`config.mk`:
```
export PLATFORM = sky130hd
export DESIGN_NAME = pipe_skid_reg
export DESIGN_NICKNAME = d
export VERILOG_FILES = /design/src/rtl/cpu_pkg.sv /design/src/rtl/pipe_skid_reg.sv
export SDC_FILE = /design/constraint.sdc
export NUM_CORES = 1
export LEC_CHECK = 0
export ABC_AREA = 1
export CELL_PAD_IN_SITES_DETAIL_PLACEMENT = 2
export CELL_PAD_IN_SITES_GLOBAL_PLACEMENT = 2
export CORE_MARGIN = 1
export CORE_UTILIZATION = 28
export CTS_CLUSTER_SIZE = 20
export DETAILED_ROUTE_END_ITERATION = 8
export PLACE_DENSITY_LB_ADDON = 0.1
export REMOVE_ABC_BUFFERS = 1
export SLEW_MARGIN = 20
export SYNTH_ARGS = -nofsm -noshare
export SYNTH_HDL_FRONTEND = slang
export SYNTH_SLANG_ARGS = --single-unit
```
`constraint.sdc`:
```
create_clock -name clk -period 2.2 [get_ports clk]
set_input_delay 0.44 -clock clk [delete_from_list [all_inputs] [get_ports clk]]
set_output_delay 0.44 -clock clk [all_outputs]
set_load 0.005 [all_outputs]
```
`src/rtl/cpu_pkg.sv`:
```
`default_nettype none
// ============================================================================
//  Module      : cpu_pkg
//  Description : Shared definitions for the pipeline skid register.
//                Holds the occupancy-state encoding and its enum type.
//  Revision    : 1.0 - initial release
// ============================================================================
package cpu_pkg;

  // Occupancy-state encoding of the skid register (number of held words).
  localparam logic [1:0] EMPTY = 2'd0;
  localparam logic [1:0] ONE   = 2'd1;
  localparam logic [1:0] TWO   = 2'd2;

  typedef enum logic [1:0] {
    ST_EMPTY = EMPTY,
    ST_ONE   = ONE,
    ST_TWO   = TWO
  } skid_state_e;

endpackage : cpu_pkg
`default_nettype wire

```
`src/rtl/pipe_skid_reg.sv`:
```
`default_nettype none
// ============================================================================
//  Module      : pipe_skid_reg
//  Description : Two-entry valid/ready pipeline register with a skid slot.
//                in_ready is a pure function of registered state, so the
//                ready path is cut between upstream and downstream while
//                still sustaining one word per cycle.
//  Ports       : clk       - rising-edge clock
//                clr       - synchronous active-high reset
//                flush     - synchronous discard of all held entries
//                in_valid  / in_data  / in_ready  - upstream handshake
//                out_valid / out_data / out_ready - downstream handshake
//                count     - number of held entries (0..2)
//  Revision    : 1.0 - initial release
// ============================================================================
module pipe_skid_reg
  import cpu_pkg::*;
#(
  parameter int               WIDTH     = 32,
  parameter logic [WIDTH-1:0] RESET_VAL = '0
) (
  input  logic             clk,
  input  logic             clr,
  input  logic             flush,
  input  logic             in_valid,
  input  logic [WIDTH-1:0] in_data,
  output logic             in_ready,
  output logic             out_valid,
  output logic [WIDTH-1:0] out_data,
  input  logic             out_ready,
  output logic [1:0]       count
);

  skid_state_e      state_q, state_d;
  logic [WIDTH-1:0] main_q, main_d;
  logic [WIDTH-1:0] skid_q, skid_d;

  logic w_in_xfer;
  logic w_out_xfer;

  // Outputs come straight from registers: no combinational path from
  // out_ready or in_valid reaches in_ready.
  assign out_valid = (state_q != ST_EMPTY);
  assign in_ready  = (state_q != ST_TWO);
  assign out_data  = main_q;

  always_comb begin
    count = 2'd0;
    case (state_q)
      ST_ONE:  count = 2'd1;
      ST_TWO:  count = 2'd2;
      default: count = 2'd0;
    endcase
  end

  assign w_in_xfer  = in_valid  & in_ready;
  assign w_out_xfer = out_valid & out_ready;

  always_comb begin
    state_d = state_q;
    main_d  = main_q;
    skid_d  = skid_q;

    case (state_q)
      ST_EMPTY: begin
        if (w_in_xfer) begin
          state_d = ST_ONE;
          main_d  = in_data;
        end
      end
      ST_ONE: begin
        if (w_in_xfer && w_out_xfer) begin
          // Pass-through: the consumed word is replaced in place.
          main_d = in_data;
        end else if (w_in_xfer) begin
          state_d = ST_TWO;
          skid_d  = in_data;
        end else if (w_out_xfer) begin
          state_d = ST_EMPTY;
        end
      end
      ST_TWO: begin
        // in_ready is low here, so only a drain can happen.
        if (w_out_xfer) begin
          state_d = ST_ONE;
          main_d  = skid_q;
        end
      end
      default: begin
        // Unused encoding 2'd3 falls back to an empty register.
        state_d = ST_EMPTY;
      end
    endcase

    // Flush drops every held word; data registers keep their contents.
    if (flush) begin
      state_d = ST_EMPTY;
      main_d  = main_q;
      skid_d  = skid_q;
    end
  end

  always_ff @(posedge clk) begin
    if (clr) begin
      state_q <= ST_EMPTY;
      main_q  <= RESET_VAL;
      skid_q  <= RESET_VAL;
    end else begin
      state_q <= state_d;
      main_q  <= main_d;
      skid_q  <= skid_d;
    end
  end

endmodule : pipe_skid_reg
`default_nettype wire

```
Yosys cells after proc, flatten, opt, wreduce, memory -nomap -nowiden
Index checks and enable logic that the tools add are counted.
{"block": "classes", "eq_ne": 8, "muxes": 11, "bitwise_logic": 4, "reduce_logical": 8}
{"op": "32-bit 2-to-1 mux", "n": 3}
{"op": "32-bit case mux with 3 select lines", "n": 1}
{"op": "2-bit 2-to-1 mux", "n": 5}
{"op": "2-bit inequality test (second input constant)", "n": 5}
{"op": "4-bit AND reduction", "n": 2}
{"op": "2-bit case mux with 3 select lines", "n": 1}
{"op": "5-bit AND reduction", "n": 1}
{"op": "2-bit case mux with 2 select lines", "n": 1}
{"op": "3-bit inequality test (second input constant)", "n": 1}
{"op": "3-bit nonzero test", "n": 1}
{"op": "1-bit bitwise AND", "n": 2}
{"op": "2-bit by 1-bit == test with 1-bit output (second input constant)", "n": 1}
{"op": "2-bit == test (second input constant)", "n": 1}
{"op": "2-bit zero test", "n": 1}
{"op": "1-bit inverter", "n": 2}
{"op": "2-bit nonzero test", "n": 1}
{"op": "2-bit OR reduction", "n": 1}
{"op": "1-bit logical AND", "n": 1}
{"block": "totals", "reg_bits": 66, "in_bits": 37, "elab_cells": 34}

Depth between registers and ports, before layout
{"block": "logic_depth", "ltp_word": 6, "ltp_mapped": 9}

Least setup slack after synthesis
No wires, ideal clock.
{"block": "synth_path", "path_kind": "reg2reg", "startpoint": "register state_q[1]", "endpoint": "register main_q[10], in the netlist out_data[10]", "setup_time_ps": 113, "arrival_time_ps": 1235, "required_ps": 2087, "slack_ps": 853, "path_stages_with_launch": 10, "path_buffers": 2, "cell_sequence": "dfxtp_1 buf_2 nor2_1 nand2_1 nand2_1 nor2_1 buf_2 nand3_1 nand2_1 nor2_1"}
{"block": "synth_via", "elab_chain_len": 5, "word_cells_on_any_way": 14}
{"element": "start: declaration", "line": "pipe_skid_reg.sv:34", "rtl": "skid_state_e state_q, state_d;"}
{"element": "start signal: assignment", "line": "pipe_skid_reg.sv:109", "rtl": "state_q <= state_d;"}
{"element": "2-bit inequality test or 2-bit nonzero test (tied branches)", "line": "pipe_skid_reg.sv:44, pipe_skid_reg.sv:43"}
{"element": "1-bit bitwise AND (on tied branches)", "line": "pipe_skid_reg.sv:56, pipe_skid_reg.sv:57"}
{"element": "1-bit logical AND", "line": "pipe_skid_reg.sv:72", "rtl": "if (w_in_xfer && w_out_xfer) begin"}
{"element": "2-bit inequality test (no source line)"}
{"element": "5-bit AND reduction (no source line)"}
{"element": "end signal: assignment", "line": "pipe_skid_reg.sv:110", "rtl": "main_q <= main_d;"}
{"element": "end: declaration", "line": "pipe_skid_reg.sv:35", "rtl": "logic [WIDTH-1:0] main_q, main_d;"}
Several ways; a longest one is shown, not always the timed one.
A chain may end at the register's enable or synchronous reset.

Worst setup path after layout
{"block": "layout_path", "startpoint": "register state_q[0]", "endpoint": "output in_ready"}
{"block": "layout_via", "elab_chain_len": 1}
{"element": "2-bit inequality test", "line": "pipe_skid_reg.sv:44", "rtl": "assign in_ready = (state_q != ST_TWO);"}
{"element": "end: declaration", "line": "pipe_skid_reg.sv:27", "rtl": "output logic in_ready,"}
No other way between the ends.

==> impl_metrics.yaml <==
min_path:
  hold_path_class: "flip-flop to flip-flop"
power:
  total_power_w: 0.00283
  vdd_ir_drop_max_mv: 0.285
  power.density_nw_per_um2: 676
  cellLeakagePower_nw: 1.84
setup_path:
  critical_path.top_delay_family: "buffers and inverters"
  critPathBufInv: 2
  r2r_setup_slack_ns: 0.46
  cp.arrival_ns: 1.52
  crit_path_end_kind: "output pin"
  critical_path.max_fanout: 5
  critPathSlowestCell: "clkdlybuf4s50_1"
  critical_path.cell_chain: "inv_2 -> nand2_1 -> clkdlybuf4s50_1"
  critical_path.max_stage_delay_ns: 0.52
  cp.required_ns: 1.76
  start_kind: "flip-flop"
  path_class: "flip-flop to output pin"
finish:
  antenna_diode_instance_count: 0
  final_nets: 583
  synthToLayoutAreaGrowth_pct: 34.8
  layout-drive-gt1-share: 0.0673
  fillers: 1326
clocking:
  cts_buffers: 9
  clkLatencyLatePin_ns: 0.35
  tritoncts_num_sinks: 66
  post_cts_hold_buffer_count: 0
  clk_root_buffer_cell: "clkbuf_8"
  cts_resized: 0
  postcts_setup_bufs: 0
  clock_tree.buffer_depth: 2
  htree_levels: 3
  cts_tree: "yes"
  path_clk_slew_ns: 0.08
timing:
  period_minus_slack_ns: 1.96
  maxSlewViolCount: 0
  setup_viol: 0
  max_slew_margin: 0.628
  period_share: 0.889
  rsz_0062_raised_after_global_routing: "no"
  final.setup_skew_ns: 0.00903
  worstMarginPinSlew_ns: 0.557
  finalHoldViolCount: 0
  max_clock_freq_mhz: 511
  post-route-worst-setup-slack_ns: 0.245
global_routing:
  grt_antenna_before_repair: 0
  maximum_number_of_pins_on_one_net_before_global_route_repair: 35
  grt_overflow: 0
  number_of_global_route_vias_before_repair: 3666
  grt_first_pass_wirelength_um: 17800
  global_route_usage_over_all_layers: 0.201
synthesis:
  yosys.cell_types.count: 15
  yosys_warnings: 0
  postSynthRegisterBits: 66
  yosys.area_share.simple: 0.416
  post-synth-top-count-cell: "nand2_1"
  yosysSeqAreaShare: 0.425
  synthFlopType: "dfxtp_1"
  combinational_family_with_the_most_area_after_synthesis: "simple AND/OR/NAND/NOR gates"
  yosys-top-cells-count: "nand2_1 (135), nand3_1 (99), nor2_1 (69)"
  yosysTopAreaCellShare: 0.425
  synth_compound_gate_area_share: 0.0588
  netlist_top_cells_area: "dfxtp_1 (43%), nand2_1 (16%), nand3_1 (16%)"
  synthMuxAreaShare: 0
  synth-edff-count: 0
  yosys.area_share.adder: 0
  avgSynthCellArea_um2: 6.42
  synth_async_sr_flop_share: 0
  post_synth_instance_area_um2: 3110
  post_synth_xor_area_fraction: 0
  yosys.area.top_type: "dfxtp_1"
  syn_inst: 484
floorplanning:
  design.die.area_um2: 11500
  io_pins: 73
  initial_cell_density_of_the_core: 0.287
  chipWidth_um: 107
  coreArea_um2: 10800
  num_rows: 38
  vert_die_dim_um: 107
placement:
  port_buffers: 72
  detailedPlace.worstSlack_ns: 0.257
  dp.final_hpwl_um: 6900
  placer_congestion: 0.694
route:
  dr.first_iter.drc_count: 80
  dr_total_vias: 3392
  postRouteWirelength_um: 10800
  avgViaCountPerCell: 4.92
  wl_per_cell_um: 15.7
  first_pass_iters: 4
  final_antenna_net_count: 0
  drc: 0
flow_run:
  total_of_max_cap_violations: 0
run_status:
  status: "completed"
[path summary, 6_finish.rpt]
| kind | cells after the start | start | endpoint |
|---|---|---|---|
| worst max-delay path | 3 | state_q[0] | in_ready |
| worst min-delay path | 2 | skid_q[1] | skid_q[1] |
| worst max register to register | 8 | state_q[0] | out_data[29] |
| worst min register to register | 2 | skid_q[1] | skid_q[1] |
[registers in the layout, summed over array words and instances, names as in the netlist]
signal,cells
state_q,2
skid_q,32
out_data,32
[cell usage in the layout, fill, tap and decap left out, drive strengths merged]
cell type      count
nor2              72
nand2            136
clkbuf            13
inv               40
clkdlybuf4s50     71
bufinv             1
buf               15
a21oi             35
clkinv             1
dfxtp             66
nand3             99
a211oi             1
[report_power, final]
part,switching (W),leakage (nW),internal (W)
Combinational,0.000223,1.19,0.000224
Sequential,0.0000312,0.539,0.00125
Clock,0.000489,0.106,0.000610
[metrics by stage]
stage,hold WS [ns],instances,cell area [um2],TNS [ns],util
detailed placement,0.462,675,3980,0,0.367
CTS,0.473,690,4190,0,0.386
floorplan,0.435,449,2950,-21.39,-
finish,0.469,690,4190,0,0.386
global placement,0.448,675,3980,0,0.367
global route,0.493,690,4190,0,0.386
[area by class of cell]
class | count | area (um2) | share of cell area
Clock buffer | 13 | 169 | 0.0403
Clock inverter | 2 | 35.0 | 0.00837
Inverter | 40 | 150 | 0.0359
Multi-Input combinational cell | 343 | 1480 | 0.353
Sequential cell | 66 | 1320 | 0.316
Tap cell | 140 | 175 | 0.0418
Timing Repair Buffer | 86 | 858 | 0.205
[tightest hold or removal path: stages (launching register included)]
cell and delay [ns]:
dfxtp_1 0.32, nand2_1 0.06, a21oi_1 0.05
[per-layer routing]
metal,vias up,share of wire,global-route usage
met5,-,0,0
met4,0,0.014,0.0656
met3,14,0.029,0.0357
met2,60,0.49,0.357
met1,1672,0.46,0.243
li1,1646,-,-
[cells by family after synthesis]
family                 Yosys count
AND/OR/NAND/NOR                307
buffers and inverters           75
flip-flops                      66
AO/OA/AOI/OAI                   36
Note: power is estimated with default switching activity, not from simulation.
